===== src/rtl/uart_pkg.sv =====
// -----------------------------------------------------------------------------
// uart_pkg -- shared definitions for the oversampling UART receiver.
//
// Contents:
//   DATA_BITS   : payload bits per frame
//   rx_state_e  : receiver FSM state encoding; the PARITY state exists only
//                 when UART_RX_PARITY_EN is defined
//   calc_div    : sample-tick divider from clock, baud and oversampling ratio
//
// Optional feature macro: UART_RX_PARITY_EN
// -----------------------------------------------------------------------------
package uart_pkg;

  localparam int DATA_BITS = 8;

  typedef enum logic [2:0] {
    ST_IDLE,
    ST_START,
    ST_DATA,
`ifdef UART_RX_PARITY_EN
    ST_PARITY,
`endif
    ST_STOP
  } rx_state_e;

  // Integer-truncated clocks per sample tick, never below one.
  function automatic int calc_div(input int clk_freq, input int baud, input int ovs);
    int d;
    d = clk_freq / (baud * ovs);
    return (d < 1) ? 1 : d;
  endfunction

endpackage


===== src/rtl/uart_baud_tick.sv =====
// -----------------------------------------------------------------------------
// uart_baud_tick -- sample-tick divider.
//
// Emits a one-clock tick every DIV clocks. A synchronous clear restarts the
// count so that the first tick after clear arrives DIV clocks later.
//
// Ports:
//   clk   in  system clock (rising edge)
//   rst   in  synchronous active-high reset
//   clr   in  synchronous counter clear (suppresses the tick in that cycle)
//   tick  out one-cycle sample tick
// -----------------------------------------------------------------------------
module uart_baud_tick
  import uart_pkg::*;
#(
  parameter int DIV = 10
) (
  input  logic clk,
  input  logic rst,
  input  logic clr,
  output logic tick
);

  localparam int            CW   = (DIV > 1) ? $clog2(DIV) : 1;
  localparam logic [CW-1:0] LAST = CW'(DIV - 1);

  logic [CW-1:0] cnt_q, cnt_d;

  // NOTE: every signal written here gets a value on every path, which keeps
  // this block purely combinational; a missing default would infer a latch.
  always_comb begin
    tick  = !clr && (cnt_q == LAST);
    cnt_d = cnt_q + CW'(1);
    if (clr || tick) begin
      cnt_d = '0;
    end
  end

  // NOTE: state registers use non-blocking assignments so every flop samples
  // the pre-edge value of its inputs, independent of statement order.
  always_ff @(posedge clk) begin
    if (rst) begin
      cnt_q <= '0;
    end else begin
      cnt_q <= cnt_d;
    end
  end

endmodule


===== src/rtl/uart_rx_oversampler.sv =====
// -----------------------------------------------------------------------------
// uart_rx_oversampler -- oversampling UART receiver (8N1, optional even parity).
//
// The line is synchronized, sampled OVS times per bit, and each bit value is
// the 2-of-3 majority of the samples around mid-bit. A completed byte is held
// in data_out with valid until the consumer takes it with out_ready.
//
// Parameters: CLK_FREQ (Hz), BAUD (bit/s), OVS (samples per bit, even, >= 8)
//
// Ports:
//   clk        in  system clock (rising edge only)
//   rst        in  synchronous active-high reset
//   rx         in  asynchronous serial line, idles high
//   out_ready  in  consumer can accept a byte
//   data_out   out received byte (stable while valid)
//   valid      out data_out holds an unconsumed byte
//   frame_err  out one-cycle pulse: stop bit sampled low
//   overrun    out one-cycle pulse: byte dropped because previous unconsumed
//   busy       out receiver is not idle
//   parity_err out one-cycle pulse: even-parity mismatch (UART_RX_PARITY_EN only)
//
// Optional feature macro: UART_RX_PARITY_EN adds a parity bit, the PARITY
// state and the parity_err port. Without it the frame is 8N1.
// -----------------------------------------------------------------------------
module uart_rx_oversampler
  import uart_pkg::*;
#(
  parameter int CLK_FREQ = 1_600_000,
  parameter int BAUD     = 10_000,
  parameter int OVS      = 16
) (
  input  logic       clk,
  input  logic       rst,
  input  logic       rx,
  input  logic       out_ready,
  output logic [7:0] data_out,
  output logic       valid,
  output logic       frame_err,
  output logic       overrun,
`ifdef UART_RX_PARITY_EN
  output logic       parity_err,
`endif
  output logic       busy
);

  localparam int            DIV     = calc_div(CLK_FREQ, BAUD, OVS);
  localparam int            SW      = $clog2(OVS);
  localparam logic [SW-1:0] S_EARLY = SW'(OVS / 2 - 1);
  localparam logic [SW-1:0] S_MID   = SW'(OVS / 2);
  localparam logic [SW-1:0] S_LATE  = SW'(OVS / 2 + 1);
  localparam logic [SW-1:0] S_LAST  = SW'(OVS - 1);
  localparam logic [2:0]    BIT_LAST = 3'(DATA_BITS - 1);

  rx_state_e              state_q, state_d;
  logic                   rx_meta_q, rx_meta_d;
  logic                   rx_sync_q, rx_sync_d;
  logic [SW-1:0]          sample_cnt_q, sample_cnt_d;
  logic [2:0]             bit_cnt_q, bit_cnt_d;
  logic [1:0]             samp_q, samp_d;
  logic [DATA_BITS-1:0]   shift_q, shift_d;
  logic [DATA_BITS-1:0]   data_out_q, data_out_d;
  logic                   valid_q, valid_d;
  logic                   frame_err_q, frame_err_d;
  logic                   overrun_q, overrun_d;
`ifdef UART_RX_PARITY_EN
  logic                   parity_bit_q, parity_bit_d;
  logic                   parity_err_q, parity_err_d;
`endif

  logic tick;
  logic tick_clr;
  logic maj;
  logic byte_done;

  uart_baud_tick #(
    .DIV (DIV)
  ) u_baud_tick (
    .clk  (clk),
    .rst  (rst),
    .clr  (tick_clr),
    .tick (tick)
  );

  // Third sample is the live synchronized line at tick OVS/2+1.
  assign maj = (samp_q[0] & samp_q[1]) | (samp_q[0] & rx_sync_q) | (samp_q[1] & rx_sync_q);

  always_comb begin
    state_d      = state_q;
    rx_meta_d    = rx;
    rx_sync_d    = rx_meta_q;
    sample_cnt_d = sample_cnt_q;
    bit_cnt_d    = bit_cnt_q;
    samp_d       = samp_q;
    shift_d      = shift_q;
    data_out_d   = data_out_q;
    valid_d      = valid_q;
    frame_err_d  = 1'b0;
    overrun_d    = 1'b0;
    tick_clr     = 1'b0;
    byte_done    = 1'b0;
`ifdef UART_RX_PARITY_EN
    parity_bit_d = parity_bit_q;
    parity_err_d = 1'b0;
`endif

    // Consumer handshake: a cycle with out_ready drops valid on the next clock.
    if (valid_q && out_ready) begin
      valid_d = 1'b0;
    end

    if (tick) begin
      sample_cnt_d = (sample_cnt_q == S_LAST) ? '0 : sample_cnt_q + SW'(1);
      if (sample_cnt_q == S_EARLY) samp_d[0] = rx_sync_q;
      if (sample_cnt_q == S_MID)   samp_d[1] = rx_sync_q;
    end

    unique case (state_q)
      ST_IDLE: begin
        if (!rx_sync_q) begin
          // Align the bit timing to the detected start edge.
          state_d      = ST_START;
          tick_clr     = 1'b1;
          sample_cnt_d = '0;
          bit_cnt_d    = '0;
        end
      end

      ST_START: begin
        if (tick && sample_cnt_q == S_LATE && maj) begin
          state_d = ST_IDLE;
        end else if (tick && sample_cnt_q == S_LAST) begin
          state_d = ST_DATA;
        end
      end

      ST_DATA: begin
        if (tick && sample_cnt_q == S_LATE) begin
          shift_d = {maj, shift_q[DATA_BITS-1:1]};
        end
        if (tick && sample_cnt_q == S_LAST) begin
          if (bit_cnt_q == BIT_LAST) begin
            bit_cnt_d = '0;
`ifdef UART_RX_PARITY_EN
            state_d   = ST_PARITY;
`else
            state_d   = ST_STOP;
`endif
          end else begin
            bit_cnt_d = bit_cnt_q + 3'd1;
          end
        end
      end

`ifdef UART_RX_PARITY_EN
      ST_PARITY: begin
        if (tick && sample_cnt_q == S_LATE) begin
          parity_bit_d = maj;
        end
        if (tick && sample_cnt_q == S_LAST) begin
          state_d = ST_STOP;
        end
      end
`endif

      ST_STOP: begin
        // Decide mid-stop-bit and go idle at once so a start edge arriving
        // during the tail of the stop bit is not missed.
        if (tick && sample_cnt_q == S_LATE) begin
          state_d = ST_IDLE;
          if (!maj) begin
            frame_err_d = 1'b1;
`ifdef UART_RX_PARITY_EN
          end else if ((^shift_q) != parity_bit_q) begin
            parity_err_d = 1'b1;
`endif
          end else begin
            byte_done = 1'b1;
          end
        end
      end

      default: state_d = ST_IDLE;
    endcase

    // Accept the new byte if the slot is empty or being emptied this cycle;
    // otherwise keep the old byte and flag the loss.
    if (byte_done) begin
      if (!valid_q || out_ready) begin
        data_out_d = shift_q;
        valid_d    = 1'b1;
      end else begin
        overrun_d  = 1'b1;
      end
    end
  end

  always_ff @(posedge clk) begin
    if (rst) begin
      state_q      <= ST_IDLE;
      rx_meta_q    <= 1'b1;
      rx_sync_q    <= 1'b1;
      sample_cnt_q <= '0;
      bit_cnt_q    <= '0;
      samp_q       <= '0;
      // NOTE: the shift register and output byte are ordinary flops, not a
      // memory array, so they take a defined reset value like everything else.
      shift_q      <= '0;
      data_out_q   <= '0;
      valid_q      <= 1'b0;
      frame_err_q  <= 1'b0;
      overrun_q    <= 1'b0;
`ifdef UART_RX_PARITY_EN
      parity_bit_q <= 1'b0;
      parity_err_q <= 1'b0;
`endif
    end else begin
      state_q      <= state_d;
      rx_meta_q    <= rx_meta_d;
      rx_sync_q    <= rx_sync_d;
      sample_cnt_q <= sample_cnt_d;
      bit_cnt_q    <= bit_cnt_d;
      samp_q       <= samp_d;
      shift_q      <= shift_d;
      data_out_q   <= data_out_d;
      valid_q      <= valid_d;
      frame_err_q  <= frame_err_d;
      overrun_q    <= overrun_d;
`ifdef UART_RX_PARITY_EN
      parity_bit_q <= parity_bit_d;
      parity_err_q <= parity_err_d;
`endif
    end
  end

  assign data_out  = data_out_q;
  assign valid     = valid_q;
  assign frame_err = frame_err_q;
  assign overrun   = overrun_q;
  assign busy      = (state_q != ST_IDLE);
`ifdef UART_RX_PARITY_EN
  assign parity_err = parity_err_q;
`endif

endmodule


===== config.mk =====
export PLATFORM = sky130hd
export DESIGN_NAME = uart_rx_oversampler
export DESIGN_NICKNAME = d
export VERILOG_FILES = /design/src/rtl/uart_pkg.sv /design/src/rtl/uart_baud_tick.sv /design/src/rtl/uart_rx_oversampler.sv
export SDC_FILE = /design/constraint.sdc
export NUM_CORES = 1
export LEC_CHECK = 0
export ABC_AREA = 0
export ABC_CLOCK_PERIOD_IN_PS = 1400
export CORE_ASPECT_RATIO = 0.5
export CORE_MARGIN = 8
export CORE_UTILIZATION = 28
export CTS_CLUSTER_DIAMETER = 200
export DETAILED_ROUTE_END_ITERATION = 7
export SLEW_MARGIN = 20
export SYNTH_ARGS = -nofsm -noshare
export SYNTH_HDL_FRONTEND = slang
export SYNTH_SLANG_ARGS = --single-unit

===== constraint.sdc =====
create_clock -name clk -period 1.4 [get_ports clk]
set_clock_uncertainty 0.1 [all_clocks]
set_input_delay 0.28 -clock clk [delete_from_list [all_inputs] [get_ports clk]]
set_output_delay 0.28 -clock clk [all_outputs]
set_load 0.01 [all_outputs]

==> summary.md <==
| Metric | Value |
|---|---|
| Status | complete, but fails checks |
| Failing checks | setup timing |
| Post-DP Area | 2090 um2 |
| I/O Pins | 16 |
| Post-synth top area share | approximately 45% |
| Mapped Area | ~1600 um2 |
| 1st-pass router iterations | 4 |
| Mapped Nets | 197 |
| Reg-to-reg slack, setup | -0.19 ns |
| Post-Synth XOR/XNOR Area | between 1.5 and 2% |
| Final worst path period need | ~1.6 ns |
| Power per Cell Area | about 870 nW/um2 |
| Clock buffer count from CTS | 5 |
| Area contributors post-synth | dfxtp_1 (45%), a21oi_1 (6.6%), nand2_1 (5.7%) |
| Total of warnings raised by yosys | 0 |
| Kind of critical path | reg -> reg |
| Hold_buf cts | 0 |
| R2r startpoint | u_baud_tick.cnt_q[1] |
| Initial Utilization | about 29% |
| Final max-slew violation count | 0 |
| Hold Path Class | reg -> reg |
| # port buffers | 15 |
| Layout cells sized above 1 | between 40% and 50% |
| Initial antenna violation count | 0 |
| Largest family of logic cells by synthesized area | simple AND/OR/NAND/NOR gates |
| Clock root buffer | clkbuf_16 |
| Vias | ~1,600 |
| Async set-or-reset flop fraction in the synthesized netlist | 0% |
| # setup viols final | 29 |
| GPL Wtd Cong | around 0.86 |
| Max_cap viols | 0 |
| Critical path arrival | approximately 1.7 ns |
| Synth-to-Final Area Change | 68.2% |
| Antenna cells | 0 |
| Die width | approximately 120 um |
| Final hold vios | 0 |
| Post-synthesis mux area share | approximately 1.9% |
| Compound-Gate Fraction of Synth Area | between 10% and 20% |
| Worst skew pair latency | between 0.2 and 0.3 ns |
| Reg-to-Reg End | state_q[0] |
| Post-synthesis sequential area ratio | 45.5% |
| Slowest CP cell | dfxtp_2 |
| Power share of the clock group | roughly half |
| Dpl cells | 301 |
| Critical path startpoint | u_baud_tick.cnt_q[1] |
| Synthesized flop and latch total | 36 |
| Max Fclk | 628 MHz |
| Rows | 19 |
| Final setup margin | -0.193 ns |
| Post-route DRC | 0 |
| Congestion Overflow GR | 0 |
| RSZ-0062 raised after global routing | true |
| Die area | ~8500 um2 |
| Worst endpoint required time | between 1 and 1.5 ns |
| Vias in the first global route | 1,520 |
| Startpoint Class | register |
| Total power | roughly 2.3 mW |
| Yosys top cell by area | dfxtp_1 |
| P_leak | 0.985 nW |
| Tcrit/Tclk final | 114% |
| Mapped Cells | about 190 |
| Clk slew on worst S/H paths | 0.05 ns |
| P_int | 1.82 mW |
| DPL Wire Length | approximately 2700 um |
| Finished Core Util | a little under 50% |
| Critical Path End Type | register |
| TritonCTS clock tree | yes |
| Combinational share of power | 6.3% |
| Tot GR Track Use | between 10% and 20% |
| Die H | just under 70 um |
| Yosys cell types | 39 |
| Setup crit end | state_q[0] |
| H-tree levels | 2 |
| Number of synthesized flops with an enable pin | 0 |
| Normalized max-slew margin | 80.2% |
| Max Buffers Root-to-Sink | 2 |
| Post-Synth Adder-Cell Area | about 6.2% |
| CP Cell Sequence | inv_2 > ha_4 > and3b_2 > buf_4 > nand2_4 > o311ai_2 > a21oi_1 |
| First-pass GRT wire length | approximately 6900 um |
| Drt initial violations | 77 |
| Reg2reg path depth | 7 |
| Maximum vdd drop | a little under 0.6 mV |
| Crit-path max cell delay | 0.32 ns |
| Core ar. | between 5000 and 6000 um2 |
| Mean post-synth cell area | about 8.5 um2 |
| Sink Count | 36 |
| Sequential share of power | between 40% and 50% |
| Largest net degree at the start of global routing | 12 |
| Vias per cell | 4.99 |
| DR WL/cell | around 15 um |
| Post-Synth Simple-Gate Area | 25.8% |
| Routed WL | about 4700 um |
| Most frequently used flop master after synthesis | dfxtp_1 |
| Antenna Nets Post-Route | 0 |
| Final #Nets | ~260 |
| Switch Pwr | approximately 0.5 mW |
| Crit Path Max Fanout | 6 |
| Final non-filler cell total | around 320 |
| Slew @ Worst Pin | slightly below 0.3 ns |
| Post-place setup slack | -0.227 ns |
| Sw frac | between 20% and 30% |
| Post-route cell area | ~2700 um2 |
==> state kept, by name (all words and copies together), names as in the netlist <==
name,count
state_q,2
overrun,1
rx_meta_q,1
samp_q,2
sample_cnt_q,4
bit_cnt_q,3
frame_err,1
u_baud_tick.cnt_q,4
valid,1
data_out,8
rx_sync_q,1
shift_q,8
==> layout by cell type, fill, tap and decap left out, types with 4 or more instances in the layout <==
master and count:
buf_4 37, dfxtp_1 31, nand2_1 20, buf_6 14, nor2_1 12, a21oi_1 12
dlygate4sd2_1 11, a21oi_2 9, nand3_2 6, o21ai_1 6, nand3_4 5, clkbuf_16 5
nand3_1 4, ha_1 4, dfxtp_2 4
==> synthesized netlist by cell type (2+ instances only) <==
library cell and number:
mux2i_1 3, and3_1 3, a31oi_1 2, nor2_1 15, nor4_1 2, and3b_1 2
nand3_1 15, inv_1 6, nand4_1 2, buf_6 2, buf_2 3, ha_1 7
nand2b_1 3, a21oi_1 21, nand3b_1 3, clkbuf_1 4, dfxtp_1 36, o21ai_0 9
nand2_1 24, nor3_1 2, or2_2 3, xnor2_1 2
==> critical path, delay by kind of cell (launching register included) <==
kind | cells | cell delay, ns
buffers and inverters | 2 | 0.22
AOI/OAI and AO/OA | 2 | 0.38
and+or+nand+nor | 2 | 0.33
DFF | 1 | 0.32
adders and majority gates | 1 | 0.12
==> how the worst min path moves through the flow <==
stage                     slack [ns]  startpoint  cells after the start        end
after global routing            0.33   rx_meta_q                      1  rx_sync_q
final                           0.31   rx_meta_q                      1  rx_sync_q
after detailed placement        0.30   rx_meta_q                      1  rx_sync_q
after global placement          0.30   rx_meta_q                      1  rx_sync_q
after floorplan                 0.28          rx                      1  rx_meta_q
after CTS                       0.31   rx_meta_q                      1  rx_sync_q
==> final cells by class <==
cell class / instances / area (um2)
repair buffers: 65 / 562
well taps: 73 / 91.3
fillers: 477 / 2800
clock inverters: 1 / 7.51
flip-flops and latches: 36 / 729
clock buffers: 7 / 143
multi-input cells: 134 / 1110
inverters: 6 / 25.0
==> what timing repair did <==
action                                  4_1_cts  5_1_grt
buffers inserted                              7        6
endpoints found under the hold margin         0        0
endpoints found under the setup margin       46       35
pin swaps                                    16       21
gates resized for setup                      62       39
==> stage by stage <==
stage,hold slack [ns],setup TNS (ns)
floorplan,0.284,-0.807
global placement,0.298,-3.77
detailed placement,0.300,-4.09
CTS,0.312,-1.43
global route,0.333,-4.88
finish,0.314,-3.07
==> metal layers <==
metal,track usage [%],vias up,share of wire (%)
met3,2.84,15,4.9
li1,-,778,-
met5,0,-,0
met2,16.7,38,51
met1,11.1,777,41
met4,6.17,0,3.4
==> power by group through the flow <==
stage,clock [mW],combinational (mW),sequential [mW]
after floorplan,0,0.0496,1.07
after global placement,0,0.106,1.07
after detailed placement,0,0.109,1.07
after CTS,1.15,0.126,1.05
after global routing,1.19,0.158,1.04
final,1.13,0.147,1.04
==> cells by family after synthesis <==
kind of cell,count (synthesis)
DFF,36
muxes,3
buffers and inverters,16
xor gates and xnor gates,3
adders and majority gates,8
and+or+nand+nor,81
AOI/OAI and AO/OA,39
No activity file was read; power rests on OpenSTA's default activity.
